===== src/rtl/mem_pkg.sv =====
// Shared types and constants for the load/store front end.
package mem_pkg;

  typedef enum logic [1:0] {
    SZ_BYTE = 2'b00,
    SZ_HALF = 2'b01,
    SZ_WORD = 2'b10,
    SZ_RSVD = 2'b11
  } size_e;

  typedef enum logic [2:0] {
    ST_IDLE,
    ST_LOAD,
    ST_READ,
    ST_WRITE,
    ST_RESP
  } state_e;

  localparam int MEM_WORDS_DEFAULT = 128;

endpackage


===== src/rtl/byte_lane_unit.sv =====
// Combinational lane logic: extracts and extends load lanes, and merges store lanes
// into a memory word for the read-modify-write path.
module byte_lane_unit import mem_pkg::*; #(
  parameter bit BIG_ENDIAN = 1'b0
) (
  input  logic [31:0] rd_word,
  input  logic [1:0]  addr_lo,
  input  size_e       lane_size,
  input  logic        is_signed,
  input  logic [31:0] wdata,
  output logic [31:0] load_data,
  output logic [31:0] merged_word
);

  logic [1:0]  byte_idx;
  logic        half_idx;
  logic [7:0]  lane_b;
  logic [15:0] lane_h;

  // Big-endian mirrors the lane numbering so address offset 0 is the top byte.
  always_comb begin
    byte_idx    = BIG_ENDIAN ? ~addr_lo : addr_lo;
    half_idx    = BIG_ENDIAN ? ~addr_lo[1] : addr_lo[1];
    lane_b      = rd_word[{byte_idx, 3'b000} +: 8];
    lane_h      = rd_word[{half_idx, 4'b0000} +: 16];
    load_data   = rd_word;
    merged_word = rd_word;
    case (lane_size)
      SZ_BYTE: begin
        load_data = {{24{is_signed & lane_b[7]}}, lane_b};
        merged_word[{byte_idx, 3'b000} +: 8] = wdata[7:0];
      end
      SZ_HALF: begin
        load_data = {{16{is_signed & lane_h[15]}}, lane_h};
        merged_word[{half_idx, 4'b0000} +: 16] = wdata[15:0];
      end
      default: begin
        load_data   = rd_word;
        merged_word = wdata;
      end
    endcase
  end

endmodule


===== src/rtl/mem_access_unit.sv =====
// Load/store front end for the unified word memory: one request at a time,
// sub-word stores via a registered read-modify-write, errors answered without memory access.
module mem_access_unit import mem_pkg::*; #(
  parameter int MEM_WORDS  = MEM_WORDS_DEFAULT,
  parameter bit BIG_ENDIAN = 1'b0
) (
  input  logic        CLK,
  input  logic        RST_N,
  input  logic        req_valid,
  output logic        req_ready,
  input  logic        req_write,
  input  logic [1:0]  req_size,
  input  logic        req_signed,
  input  logic [31:0] req_addr,
  input  logic [31:0] req_wdata,
  output logic        resp_valid,
  output logic [31:0] resp_rdata,
  output logic        resp_err,
  output logic [31:0] mem_addr,
  output logic [31:0] mem_wd,
  output logic        mem_we,
  input  logic [31:0] mem_rd
);

  localparam logic [29:0] WORD_LIMIT = 30'(MEM_WORDS);

  state_e      state, state_next;
  size_e       req_sz, size_q;
  logic        signed_q;
  logic [1:0]  addr_lo_q;
  logic [31:0] wdata_q;
  logic        accept, req_err;
  logic [31:0] lane_load, lane_merge;

  assign req_sz     = size_e'(req_size);
  assign accept     = req_valid && (state == ST_IDLE);
  assign req_ready  = (state == ST_IDLE);
  assign resp_valid = (state == ST_RESP);
  assign mem_we     = (state == ST_WRITE);

  // Priority order matters only for readability; any hit yields the same error response.
  always_comb begin
    req_err = 1'b0;
    if (req_sz == SZ_RSVD)
      req_err = 1'b1;
    else if (req_sz == SZ_HALF && req_addr[0])
      req_err = 1'b1;
    else if (req_sz == SZ_WORD && req_addr[1:0] != 2'b00)
      req_err = 1'b1;
    else if (req_addr[31:2] >= WORD_LIMIT)
      req_err = 1'b1;
  end

  always_comb begin
    state_next = state;
    case (state)
      ST_IDLE: begin
        if (accept) begin
          if (req_err)
            state_next = ST_RESP;
          else if (!req_write)
            state_next = ST_LOAD;
          else if (req_sz == SZ_WORD)
            state_next = ST_WRITE;
          else
            state_next = ST_READ;
        end
      end
      ST_LOAD:  state_next = ST_RESP;
      ST_READ:  state_next = ST_WRITE;
      ST_WRITE: state_next = ST_RESP;
      ST_RESP:  state_next = ST_IDLE;
      default:  state_next = ST_IDLE;
    endcase
  end

  always_ff @(posedge CLK or negedge RST_N) begin
    if (!RST_N)
      state <= ST_IDLE;
    else
      state <= state_next;
  end

  byte_lane_unit #(.BIG_ENDIAN(BIG_ENDIAN)) u_lanes (
    .rd_word     (mem_rd),
    .addr_lo     (addr_lo_q),
    .lane_size   (size_q),
    .is_signed   (signed_q),
    .wdata       (wdata_q),
    .load_data   (lane_load),
    .merged_word (lane_merge)
  );

  // Response fields only change on the edge that enters RESP, so they hold between responses.
  always_ff @(posedge CLK or negedge RST_N) begin
    if (!RST_N) begin
      mem_addr   <= '0;
      mem_wd     <= '0;
      resp_rdata <= '0;
      resp_err   <= 1'b0;
      size_q     <= SZ_BYTE;
      signed_q   <= 1'b0;
      addr_lo_q  <= 2'b00;
      wdata_q    <= '0;
    end else begin
      case (state)
        ST_IDLE: begin
          if (accept) begin
            mem_addr  <= {req_addr[31:2], 2'b00};
            size_q    <= req_sz;
            signed_q  <= req_signed;
            addr_lo_q <= req_addr[1:0];
            wdata_q   <= req_wdata;
            if (req_err) begin
              resp_err   <= 1'b1;
              resp_rdata <= '0;
            end else if (req_write && req_sz == SZ_WORD) begin
              mem_wd <= req_wdata;
            end
          end
        end
        ST_LOAD: begin
          resp_rdata <= lane_load;
          resp_err   <= 1'b0;
        end
        ST_READ: begin
          mem_wd <= lane_merge;
        end
        ST_WRITE: begin
          resp_rdata <= '0;
          resp_err   <= 1'b0;
        end
        default: ;
      endcase
    end
  end

endmodule


===== config.mk =====
export PLATFORM = sky130hd
export DESIGN_NAME = mem_access_unit
export DESIGN_NICKNAME = d
export VERILOG_FILES = /design/src/rtl/mem_pkg.sv /design/src/rtl/byte_lane_unit.sv /design/src/rtl/mem_access_unit.sv
export SDC_FILE = /design/constraint.sdc
export NUM_CORES = 1
export LEC_CHECK = 0
export ABC_AREA = 1
export BUFFER_PORTS_ARGS = -buffer_cell sky130_fd_sc_hd__buf_2
export CORE_MARGIN = 1.5
export CORE_UTILIZATION = 38
export DETAILED_ROUTE_END_ITERATION = 8
export PLACE_DENSITY = 0.68
export SLEW_MARGIN = 40
export SYNTH_ARGS = -nofsm -noshare
export SYNTH_HDL_FRONTEND = slang
export SYNTH_SLANG_ARGS = --single-unit

===== constraint.sdc =====
create_clock -name CLK -period 2.4 [get_ports CLK]
set_input_delay 0.36 -clock CLK [delete_from_list [all_inputs] [get_ports CLK]]
set_output_delay 0.36 -clock CLK [all_outputs]
set_load 0.05 [all_outputs]

; ---- Yosys cells after proc, flatten, opt, wreduce, memory -nomap -nowiden
; Index checks and enable logic that the tools add are counted.
[op_classes]
addsub = 2
n_lt_le_gt_ge = 1
n_eq_ne = 12
shift = 6
mux = 23
bitwise_logic = 2
n_reduce_logical = 15
[ops]
columns = operator, n
row1 = $pmux W32 S2, 3
row2 = $mux W32, 5
row3 = $pmux W32 S3, 1
row4 = $bwmux W32, 2
row5 = $shift A16 B7 Y32 const A, 1
row6 = $shift A8 B7 Y32 const A, 1
row7 = $shiftx A16 B7 Y32, 1
row8 = $shiftx A32 B6 Y16, 1
row9 = $shiftx A32 B6 Y8, 1
row10 = $shiftx A8 B7 Y32, 1
row11 = $ge A30 B8 Y1 const B, 1
row12 = $neg A5 Y7, 2
row13 = $pmux W3 S3, 1
row14 = $mux W1, 7
row15 = $eq A3 B2 Y1 const B, 2
row16 = $mux W3, 2
row17 = $ne A2 B1 Y1 const B, 3
row18 = $reduce_and A3 Y1, 2
row19 = $reduce_bool A2 Y1, 3
row20 = $eq A2 B1 Y1 const B, 2
row21 = $eq A2 B2 Y1 const B, 2
row22 = $logic_and A1 B1 Y1, 4
row23 = $reduce_and A4 Y1, 1
row24 = $eq A3 B1 Y1 const B, 1
row25 = other kinds (10), 11
[totals]
ff_bits = 135
input_bits = 103
elab_cells = 70

; ---- Logic depth before layout (Yosys ltp)
; Gate-level depths: netlist of run 1.
[logic_depth]
depth_word = 8
mapped_depth = 16

; ---- Modules after synthesis
; Synthesis of run 1 repeated with hierarchy kept, for this count alone.
[hier_totals]
cells_unflattened = 994
hier_area_um2 = 7532.2
[modules_own_cells]
columns = mod, n_inst, cells_each, area_per_inst_um2
row1 = mem_access_unit, 1, 611, 5765.5
row2 = byte_lane_unit, 1, 383, 1766.7

; ---- Least setup slack after synthesis of run 1
; OpenSTA, ideal clock, no wires.
[synth_timing]
kind = reg-to-reg
from = reg addr_lo_q[1]
to = reg mem_wd[16]
setup_ns = 0.067
arrival_ns = 2.068
required_ns = 2.333
setup_slack_ns = 0.265
stages_incl_launch_ff = 15
n_path_buf = 4
path_cell_list = dfrtp_1 buf_6 inv_1 buf_4 buf_2 ha_1 buf_4 inv_2 nor2_1 nand2_1 a21oi_1 nor2_1 nor2_1 nand2_1 nand2_1
[synth_via]
elab_chain_cells = 5
elab_cells_between_ends = 10
cone_classes = 2 x add/sub / 4 x shift / 4 x mux
[synth_lines]
columns = element, line
row1 = "start, declared", mem_access_unit.sv:30  ; logic [1:0] addr_lo_q;
row2 = "start signal, assigned", mem_access_unit.sv:112  ; addr_lo_q <= req_addr[1:0];
row3 = "$neg A5 Y7, on equally long branches", "byte_lane_unit.sv:35, byte_lane_unit.sv:31"
row4 = "$shiftx A16 B7 Y32, or another cell as far along", byte_lane_unit.sv:35  ; merged_word[{half_idx, 4'b0000} +: 16] = wdata[15:0];
row5 = "$bwmux W32, on equally long branches", "byte_lane_unit.sv:35, byte_lane_unit.sv:31"
row6 = $pmux W32 S2 (*), byte_lane_unit.sv:28  ; case (lane_size)
row7 = $pmux W32 S2 (*), mem_access_unit.sv:106  ; case (state)
row8 = "end signal, assigned", mem_access_unit.sv:118  ; mem_wd <= req_wdata;
row9 = "end signal, assigned", mem_access_unit.sv:127  ; mem_wd <= lane_merge;
row10 = "end, declared", mem_access_unit.sv:20  ; output logic [31:0] mem_wd,
; Every way passes the cells marked *; elsewhere a longest branch is shown, timed or not.
; A chain may end at the register's enable or synchronous reset.

; ---- Final worst setup path of run 1
[layout_timing]
from = reg size_q[0]
to = reg mem_wd[21]
[layout_via]
elab_chain_cells = 3
elab_cells_between_ends = 4
cone_classes = 1 x eq/ne / 2 x mux / 1 x reduce/logical
[layout_lines]
columns = element, line
row1 = "start, declared", mem_access_unit.sv:28  ; size_e req_sz, size_q;
row2 = "start signal, assigned", mem_access_unit.sv:110  ; size_q <= req_sz;
row3 = $eq A2 B1 Y1 / $logic_not A2 Y1 (equally long branches), byte_lane_unit.sv:28
row4 = $pmux W32 S2 (*), byte_lane_unit.sv:28
row5 = $pmux W32 S2 (*), mem_access_unit.sv:106
; Marks and branches as above.

==> results of run 1 <==
-- logic make-up after synthesis --
family / synth area share (%)
mux: 4.12
simple gates: 30.9
other cells: 0.0458
fa+ha+maj: 0.764
flops: 41.2
compound gates: 12.2
buf+inv: 10.6
-- metrics by stage --
stage / worst slack [ns] / utilization [%]
final: 0.386 / 47.1
after global routing: 0.216 / 47.1
after CTS: 0.415 / 47.1
after detailed placement: 0.436 / 44.1
after global placement: 0.415 / 44.1
after floorplan: 0.265 / -
-- layer usage --
metal  share of wire, %  wire length (µm)  track usage, %
met1                 44             11800            33.0
met5              0.048                13               0
met3                8.0              2160            6.62
met4                1.9               501            6.27
met2                 46             12400            38.6
-- critical path, cell delays in order, from the launching register on --
cell and delay (ns):
dfrtp_1 0.53, nand2_1 0.35, nor2_2 0.52, nand2_1 0.15, nand3_1 0.12, nor2_1 0.05, nor2_1 0.09, nand2_1 0.06
nand2_1 0.08
-- final cells by class --
type	count	share of cell area, %
well taps	275	3.47
clock inverters	14	1.89
multi-input cells	847	39.7
repair buffers	222	12.2
diodes	1	0.0252
inverters	115	4.35
flip-flops and latches	135	34.0
clock buffers	18	4.32
-- cells in the final DEF (no fill, tap or decap), drive strengths merged --
cell type      n
nor2         110
nor3           3
diode          1
clkinv         6
clkbuf        18
nand2        419
conb           2
dfrtp        135
a21boi         8
bufinv         3
clkinvlp       3
mux2          30
ha             5
inv          117
a21oi         79
buf          221
o21ai         83
o211ai        16
nand4          1
a21o           1
nand3         90
dlygate4sd3    1
-- timing repair --
item / 4_1_cts / 5_1_grt
hold buffers: 1 / 0
endpoints found under the hold margin: 56 / 0
endpoints found under the setup margin: 0 / 0
-- worst min path at each step --
stage | from | endpoint
after detailed placement | RST_N | mem_wd[11]
after CTS | req_addr[2] | mem_addr[2]
after global routing | req_addr[8] | mem_addr[8]
after global placement | RST_N | mem_wd[12]
after floorplan | RST_N | addr_lo_q[0]
final | req_addr[2] | mem_addr[2]
-- report_power, final --
group	switching, mW	internal (mW)	total [mW]
Clock	1.09	1.66	2.76
Combinational	3.89	1.52	5.41
Sequential	0.517	2.86	3.38
-- synthesized netlist by cell type, drive strengths merged --
library cell	count
clkbuf	16
nor2	110
o21ai	83
o211ai	16
nand2	419
clkinv	4
ha	5
dfrtp	135
conb	1
mux2	30
nand4	1
nand3	90
buf	54
nor3	3
a21o	1
inv	111
a21oi	79
a21boi	8
-- flip-flops by register name, summed over array words and instances, names as in the netlist --
| register | cells |
|---|---|
| signed_q | 1 |
| wdata_q | 32 |
| mem_addr | 30 |
| size_q | 2 |
| state | 3 |
| mem_wd | 32 |
| addr_lo_q | 2 |
| resp_err | 1 |
| resp_rdata | 32 |
==> summary.md, run 1 <==
| Metric | Value |
|---|---|
| Core Box Area | 0.0211 mm² |
| Hold path cells | 2 |
| # Post-CTS Setup Buffers | 0 |
| Post-CTS Resized | 0 |
| Share of cells above drive strength 1 | 22.4% |
| CP endpoint kind | flop |
| Final min period | 2.01 ns |
| Initial Util | 38.8% |
| Reg2reg path depth | 8 |
| CP startpoint kind | flop |
| FILL cells | 2,210 |
| Worst Path Arrival | 2.37 ns |
| Ports | 203 |
| Area used by multi-input combinational logic | 0.00394 mm² |
| Sequential fraction of the synthesis area | 41.2% |
| Largest net degree at the start of global routing | 84 |
| DR vias/cell | 5.04 |
| Die Area | 0.0224 mm² |
| Final instance area | 0.00993 mm² |
| Final HPWL DP | 20,000 µm |
| Port Buf Inserts | 200 |
| Die span in x | 150 µm |
| R2R Setup Slk | 0.39 ns |
| Kind of critical path | reg2reg |
| Pwr Density | 1160 mW/mm² |
| Vias in the first global route | 7,739 |
| Register area | 0.00338 mm² |
| Static leakage | 5.29 nW |
| Worst hold-check path type | in2reg |
| Post-Syn Area | 0.00819 mm² |
| Clock-pin slew on the worst setup and hold paths | 0.07 ns |
| CTS Root Cell | clkbuf_16 |
| Worst setup path startpoint | size_q[0] |
| Yosys Warn Count | 0 |
| Detailed Route WL | 26,900 µm |
| CTS buffer count | 17 |
| Worst r2r src | size_q[0] |
| Status | finished clean |
| Gr ovfl total | 0 |
| Row cnt | 53 |
| Top cells by area, synth | dfrtp_1 (41%), nand2_1 (19%), nand3_1 (5.4%) |
| First-pass DRT Iterations | 5 |
| Synth Register Bits | 135 |
| H-tree depth | 4 |
| Hold Fails Final Rpt | 0 |
| Final Wtd Congestion | 0.935 |
| Hold Slack | 0.165 ns |
| Antenna Nets Post-Route | 0 |
| Largest fanout on the critical path | 11 |
| Total chip power | 11.5 mW |
| GRT Total Usage | 24.4% |
| Setup TNS | 0 ns |
| Crit path required time | 2.76 ns |
| Clk Latency, worst-skew pair | 0.43 ns |
| DRC violations left | 0 |
| Layout area overhead | 21.2% |
| Syn avg cell area | 7.02 µm² |
| Final instance count without filler cells | 1,627 |
| Max rail drop VDD | 962 µV |
| Max Clock Skew | 0.00872 ns |
| Fin nets | 1,446 |
| Post-route clock period utilization | 83.9% |
| Dpl cell area | 0.00930 mm² |
| Placed cells | 1,593 |
| DR WL/cell | 16.5 µm |
| Setup violations, final | 0 |
| Drt initial violations | 799 |
| RSZ-0062 raised after global routing | false |
| Worst slew pin tran | 0.637 ns |
| Initial antenna violation count | 1 |
| Yosys top cell area share | 41.2% |
| Synth area leader | dfrtp_1 |
| Max-slew violations | 0 |
| Max-cap violations | 0 |
| Clock sinks | 135 |
| Mapped Cells | 1,166 |
| Via count of the routed design | 8,200 |
| TritonCTS clock tree | done |
| Crit path to | mem_wd[21] |
| Fmax | 496 MHz |
| Die H | 150 µm |
| Worst rel slew slack | 57.4% |
| Yosys cell types | 32 |
| RR Endpoint | mem_wd[21] |
| Clk buf depth | 2 |
| First-pass GRT wire length | 42,100 µm |
(Power assumes the default switching activity.)
==> run 2: changes to the inputs <==
==> constraint.sdc (replaced) <==
create_clock -name CLK -period 2.05 [get_ports CLK]
set_input_delay 0.3075 -clock CLK [delete_from_list [all_inputs] [get_ports CLK]]
set_output_delay 0.3075 -clock CLK [all_outputs]
set_load 0.05 [all_outputs]
==> summary.md, run 2 (same netlist as run 1, synthesis figures left out) <==
| Metric | Value |
|---|---|
| Initial Util | 38.8% |
| # Post-CTS Setup Buffers | 0 |
| TritonCTS clock tree | done |
| Family with the most delay on the worst path | adder cells |
| Largest net degree at the start of global routing | 74 |
| Row cnt | 53 |
| Static leakage | 5.36 nW |
| Vias in the first global route | 7,878 |
| Worst setup path startpoint | addr_lo_q[0] |
| DR vias/cell | 5.03 |
| Max-cap violations | 0 |
| M1 GR Usage | 34.2% |
| Clk buf depth | 2 |
| Post-route clock period utilization | 91.9% |
| GR peak layer | met2 |
| RSZ-0062 raised after global routing | false |
| Fmax | 531 MHz |
| Max-slew violations | 0 |
| Setup TNS | 0 ns |
| CTS Root Cell | clkbuf_16 |
| Layout area overhead | 22.8% |
| First-pass DRT Iterations | 5 |
| GRT Total Usage | 25.2% |
| Detailed Route WL | 27,600 µm |
| Largest fanout on the critical path | 11 |
| Min-Delay Startpoint | req_addr[2] |
| Worst r2r src | addr_lo_q[0] |
| Top Registers | mem_wd x32, resp_rdata x32, wdata_q x32 |
| Die H | 150 µm |
| First-pass GRT wire length | 43,000 µm |
| Gr ovfl total | 0 |
| Commonest cells after routing, fill and taps aside | nand2_1 (411), buf_2 (199), dfrtp_1 (135) |
| Most common cell after layout, fill and taps aside | nand2_1 |
| DR WL/cell | 16.8 µm |
| Die span in x | 150 µm |
| CP endpoint kind | flop |
| DRC violations left | 0 |
| Final Wtd Congestion | 0.960 |
| Clk Latency, worst-skew pair | 0.44 ns |
| CP most frequent cell | nand2_1 |
| Setup WS post-layout | 0.166 ns |
| CP Cell Sequence | inv_1 -> ha_1 -> buf_4 -> nand2_1 -> o21ai_0 -> nand2_1 -> nand3_1 -> nand2_1 -> clkinv_1 -> nand2_1 -> nand2_1 |
| Drt initial violations | 722 |
| Pwr Density | 1360 mW/mm² |
| CP startpoint kind | flop |
| Hold Fails Final Rpt | 0 |
| Kind of critical path | reg2reg |
| Via count of the routed design | 8,247 |
| Final HPWL DP | 20,400 µm |
| Port Buf Inserts | 200 |
| Antenna Nets Post-Route | 0 |
| Die Area | 0.0224 mm² |
| Status | finished clean |
| H-tree depth | 4 |
| Setup violations, final | 0 |
| Max rail drop VDD | 1100 µV |
| Post-place setup slack | 0.159 ns |
| CTS buffer count | 17 |
| Fin nets | 1,460 |
| CP max stage delay | 0.44 ns |
| Clock sinks | 135 |
| Clock-pin slew on the worst setup and hold paths | 0.07 ns |
| M2 GR Usage | 40.3% |
| M3 GR Usage | 5.46% |
| Ports | 203 |
| Worst Path Arrival | 2.26 ns |
| Worst hold-check path type | in2reg |
| Crit path required time | 2.42 ns |
| Crit path max-delay cell type | ha_1 |
| Share of cells above drive strength 1 | 23.4% |
| Core Box Area | 0.0211 mm² |
| Max Clock Skew | 0.0236 ns |
| Final min period | 1.88 ns |
| Buffers and inverters on the worst path | 3 |
| Initial antenna violation count | 1 |
==> run 2: cell count changes in the layout (fill, tap and decap cells not counted), sizes merged <==
| cell | change |
|---|---|
| buf | +14 |
| clkinv | +4 |
| inv | +2 |
| clkinvlp | -2 |
| clkbuf | -1 |
| bufinv | -3 |
==> run 2: worst register-to-register path: cells and delay by family (launching register included) <==
kind,cells,cell delay (ns)
AND/OR/NAND/NOR,6,0.40
adder cells (fa/ha/maj),1,0.44
AO/OA/AOI/OAI,1,0.17
flip-flops,1,0.38
buffers and inverters,3,0.43
==> run 2: final timing paths <==
| kind | to | slack (ns) | cells past startpoint |
|---|---|---|---|
| worst max-delay path | mem_wd[2] | 0.17 | 11 |
| worst max register to register | mem_wd[2] | 0.17 | 11 |
| worst min-delay path | mem_addr[2] | 0.09 | 2 |
| min in group asynchronous | mem_wd[10] | 0.32 | 2 |
| worst min register to register | resp_rdata[18] | 0.47 | 2 |
| max in group asynchronous | addr_lo_q[1] | 1.08 | 3 |
==> run 2: area by class of cell <==
class / instances / area [µm²]
Tap cell: 275 / 344
Clock buffer: 17 / 425
Timing Repair Buffer: 236 / 1350
Fill cell: 2202 / 11000
Antenna cell: 1 / 2.50
Clock inverter: 15 / 178
Multi-Input combinational cell: 847 / 3950
Inverter: 115 / 432
Sequential cell: 135 / 3380
==> run 2: repair_timing <==
item                                   CTS  global route
gates resized for setup                  0             3
endpoints found under the hold margin   29             0
hold buffers                             1             0
setup endpoints to repair                0             3
==> run 2: metrics by stage <==
stage | hold slack (ns) | std cells | util, % | power (mW) | cell area, µm²
after floorplan | 0.0119 | 1167 | - | 8.68 | 8200
after global placement | 0.217 | 1607 | 44.7 | 10.4 | 9430
after detailed placement | 0.221 | 1607 | 44.7 | 10.5 | 9430
after CTS | 0.0834 | 1640 | 47.6 | 13.6 | 10000
after global routing | 0.0894 | 1640 | 47.7 | 14.5 | 10100
final | 0.0890 | 1641 | 47.7 | 13.7 | 10100
==> run 2: metal layers <==
| metal | wire length, µm | share of wire [%] |
|---|---|---|
| met3 | 2250 | 8.1 |
| met5 | 0 | 0 |
| met2 | 12700 | 46 |
| met4 | 597 | 2.2 |
| met1 | 12000 | 44 |
==> run 2: power breakdown <==
group / leakage [nW] / total, mW / internal [mW] / switching, mW
logic: 3.49 / 6.64 / 1.95 / 4.70
registers: 1.59 / 3.91 / 3.35 / 0.567
clock network: 0.291 / 3.13 / 1.65 / 1.48
==> run 3: changes to the inputs <==
--- a/config.mk
+++ b/config.mk
@@ -8,10 +8,11 @@
 export ABC_AREA = 1
 export BUFFER_PORTS_ARGS = -buffer_cell sky130_fd_sc_hd__buf_2
 export CORE_MARGIN = 1.5
-export CORE_UTILIZATION = 38
+export CORE_UTILIZATION = 40
 export DETAILED_ROUTE_END_ITERATION = 8
-export PLACE_DENSITY = 0.68
+export PLACE_DENSITY = 0.72
 export SLEW_MARGIN = 40
 export SYNTH_ARGS = -nofsm -noshare
 export SYNTH_HDL_FRONTEND = slang
+export SYNTH_HIERARCHICAL = 1
 export SYNTH_SLANG_ARGS = --single-unit
==> summary.md, run 3 <==
| Metric | Value |
|---|---|
| Die H | 140 µm |
| Detailed Route WL | 23,200 µm |
| Row cnt | 50 |
| GR peak layer | met2 |
| Final HPWL DP | 17,100 µm |
| Largest net degree at the start of global routing | 77 |
| R2R Setup Slk | 0.22 ns |
| Worst setup path startpoint | addr_lo_q[0] |
| DRC violations left | 0 |
| Clock-pin slew on the worst setup and hold paths | 0.06 ns |
| First-pass GRT wire length | 36,500 µm |
| Yosys cell types | 32 |
| Hold Slack | 0.131 ns |
| Max-cap violations | 0 |
| Via count of the routed design | 7,260 |
| Yosys top cell area share | 44.9% |
| Port Buf Inserts | 200 |
| Pwr Density | 1640 mW/mm² |
| DR WL/cell | 16.1 µm |
| Synth Area in Compound Gates | 8.47% |
| Final Wtd Congestion | 0.939 |
| Largest fanout on the critical path | 8 |
| Most common cell after layout, fill and taps aside | nand2_1 |
| Top Registers | mem_wd x32, resp_rdata x32, wdata_q x32 |
| M2 GR Usage | 37.0% |
| Synth Register Bits | 135 |
| Asr flop ratio synth | 100% |
| Drt initial violations | 681 |
| Worst rel slew slack | 57.8% |
| Fin nets | 1,303 |
| Post-route clock period utilization | 89.2% |
| Share of cells above drive strength 1 | 27.5% |
| Post-Synth XOR/XNOR Area | 0% |
| Hold Fails Final Rpt | 0 |
| First-pass DRT Iterations | 5 |
| Worst Path Arrival | 2.18 ns |
| Kind of critical path | reg2reg |
| Register area | 0.00338 mm² |
| Initial Util | 40.5% |
| Antenna Nets Post-Route | 0 |
| M3 GR Usage | 4.96% |
| RSZ-0062 raised after global routing | false |
| Worst r2r src | addr_lo_q[0] |
| Syn avg cell area | 7.58 µm² |
| Gr ovfl total | 0 |
| Crit path to | mem_wd[7] |
| Total chip power | 15.5 mW |
| Fmax | 547 MHz |
| Die span in x | 140 µm |
| Area used by multi-input combinational logic | 0.00358 mm² |
| Max Clock Skew | 0.00922 ns |
| Setup TNS | 0 ns |
| Most common cell in the netlist | nand2_1 |
| Main combinational cell family by area after synthesis | simple AND/OR/NAND/NOR gates |
| CP endpoint kind | flop |
| CTS Root Cell | clkbuf_16 |
| Multiplexer share of the synthesized area | 7.62% |
| Vias in the first global route | 6,770 |
| Clock sinks | 135 |
| Clk buf depth | 2 |
| CP startpoint kind | flop |
| Mapped Cells | 994 |
| RR Endpoint | mem_wd[7] |
| Final min period | 1.83 ns |
| Adder-cell share of the synthesized area | 0.831% |
| Static leakage | 5.27 nW |
| Worst slew pin tran | 0.628 ns |
| Crit path required time | 2.40 ns |
| H-tree depth | 4 |
| Setup violations, final | 0 |
| Post-Syn Area | 0.00753 mm² |
| Ant. Diodes | 0 |
| Placed cells | 1,409 |
| Worst hold-check path type | in2reg |
| M1 GR Usage | 33.4% |
| Synth area leader | dfrtp_1 |
| Layout area overhead | 25.5% |
| Initial antenna violation count | 0 |
| Synth Flop Type | dfrtp_1 |
| Yosys Warn Count | 6 |
| CTS buffer count | 17 |
| Fraction of the mapped netlist area in simple logic gates | 30.4% |
| Clk Latency, worst-skew pair | 0.42 ns |
| Final instance count without filler cells | 1,441 |
| GRT Total Usage | 23.9% |
| Core Box Area | 0.0186 mm² |
| Status | finished clean |
| Top cells by area, synth | dfrtp_1 (45%), nand2_1 (18%), mux2_2 (7.6%) |
| FILL cells | 1,800 |
| Die Area | 0.0197 mm² |
| DR vias/cell | 5.04 |
| Number of flops mapped to enable cells by yosys | 0 |
| Max-slew violations | 0 |
| Sequential fraction of the synthesis area | 44.9% |
| Top cell types by occurrence after synthesis | nand2_1 (369), dfrtp_1 (135), nand3_1 (89) |
| Commonest cells after routing, fill and taps aside | nand2_1 (369), buf_2 (199), dfrtp_1 (135) |
| Ports | 203 |
| Max rail drop VDD | 792 µV |
| Reg2reg path depth | 10 |
| TritonCTS clock tree | done |
run 3: area by class of cell:
cell class              instances  area share [%]
multi-input cells             730            37.9
flip-flops and latches        135            35.7
repair buffers                229            13.8
clock buffers                  22            4.91
inverters                      82            3.26
well taps                     234            3.10
clock inverters                 9            1.32
run 3: critical path: stages, from the launching register on:
cell	delay, ns
dfrtp_1	0.37
inv_1	0.11
ha_1	0.25
inv_1	0.09
nand3_1	0.09
o21ai_2	0.36
nand2_1	0.09
nand2_1	0.08
mux2_2	0.15
nand3_1	0.08
nand2_1	0.09
run 3: logic make-up after synthesis:
family | after synthesis
other cells | 1
compound gates | 114
fa+ha+maj | 5
simple gates | 558
mux | 51
buf+inv | 130
flops | 135
run 3: worst min-delay path by stage:
stage / start / endpoint / slack, ns / depth (start not counted)
floorplan: RST_N / addr_lo_q[0] / 0.01 / 0
global placement: RST_N / mem_addr[8] / 0.29 / 1
detailed placement: RST_N / mem_addr[8] / 0.29 / 1
CTS: req_signed / signed_q / 0.12 / 2
global route: req_wdata[14] / wdata_q[14] / 0.13 / 2
finish: req_signed / signed_q / 0.13 / 2
run 3: routing by layer:
layer	routed length (µm)	up-vias
met4	563	0
met1	10200	3344
li1	-	3565
met3	1740	46
met5	0	-
met2	10700	305
run 3: power by group:
| group | internal (mW) | total (mW) | switching [mW] | leakage, nW |
|---|---|---|---|---|
| Clock | 1.96 | 3.11 | 1.15 | 0.286 |
| Combinational | 2.33 | 8.07 | 5.74 | 3.28 |
| Sequential | 3.64 | 4.33 | 0.699 | 1.70 |
| Total | 7.93 | 15.5 | 7.59 | 5.27 |
run 3: stage by stage:
| stage | cell area [µm²] | worst slack [ns] | util, % |
|---|---|---|---|
| after global routing | 9450 | 0.0168 | 50.9 |
| after CTS | 9450 | 0.167 | 50.8 |
| after floorplan | 7540 | 0.0183 | - |
| after global placement | 8850 | 0.210 | 47.6 |
| after detailed placement | 8850 | 0.184 | 47.6 |
| final | 9450 | 0.221 | 50.9 |
run 3: what timing repair did:
action	CTS	global route
resized for setup	0	1
setup endpoints to repair	0	1
buffers inserted	0	0
hold buffers	1	0
hold endpoints to repair	46	0
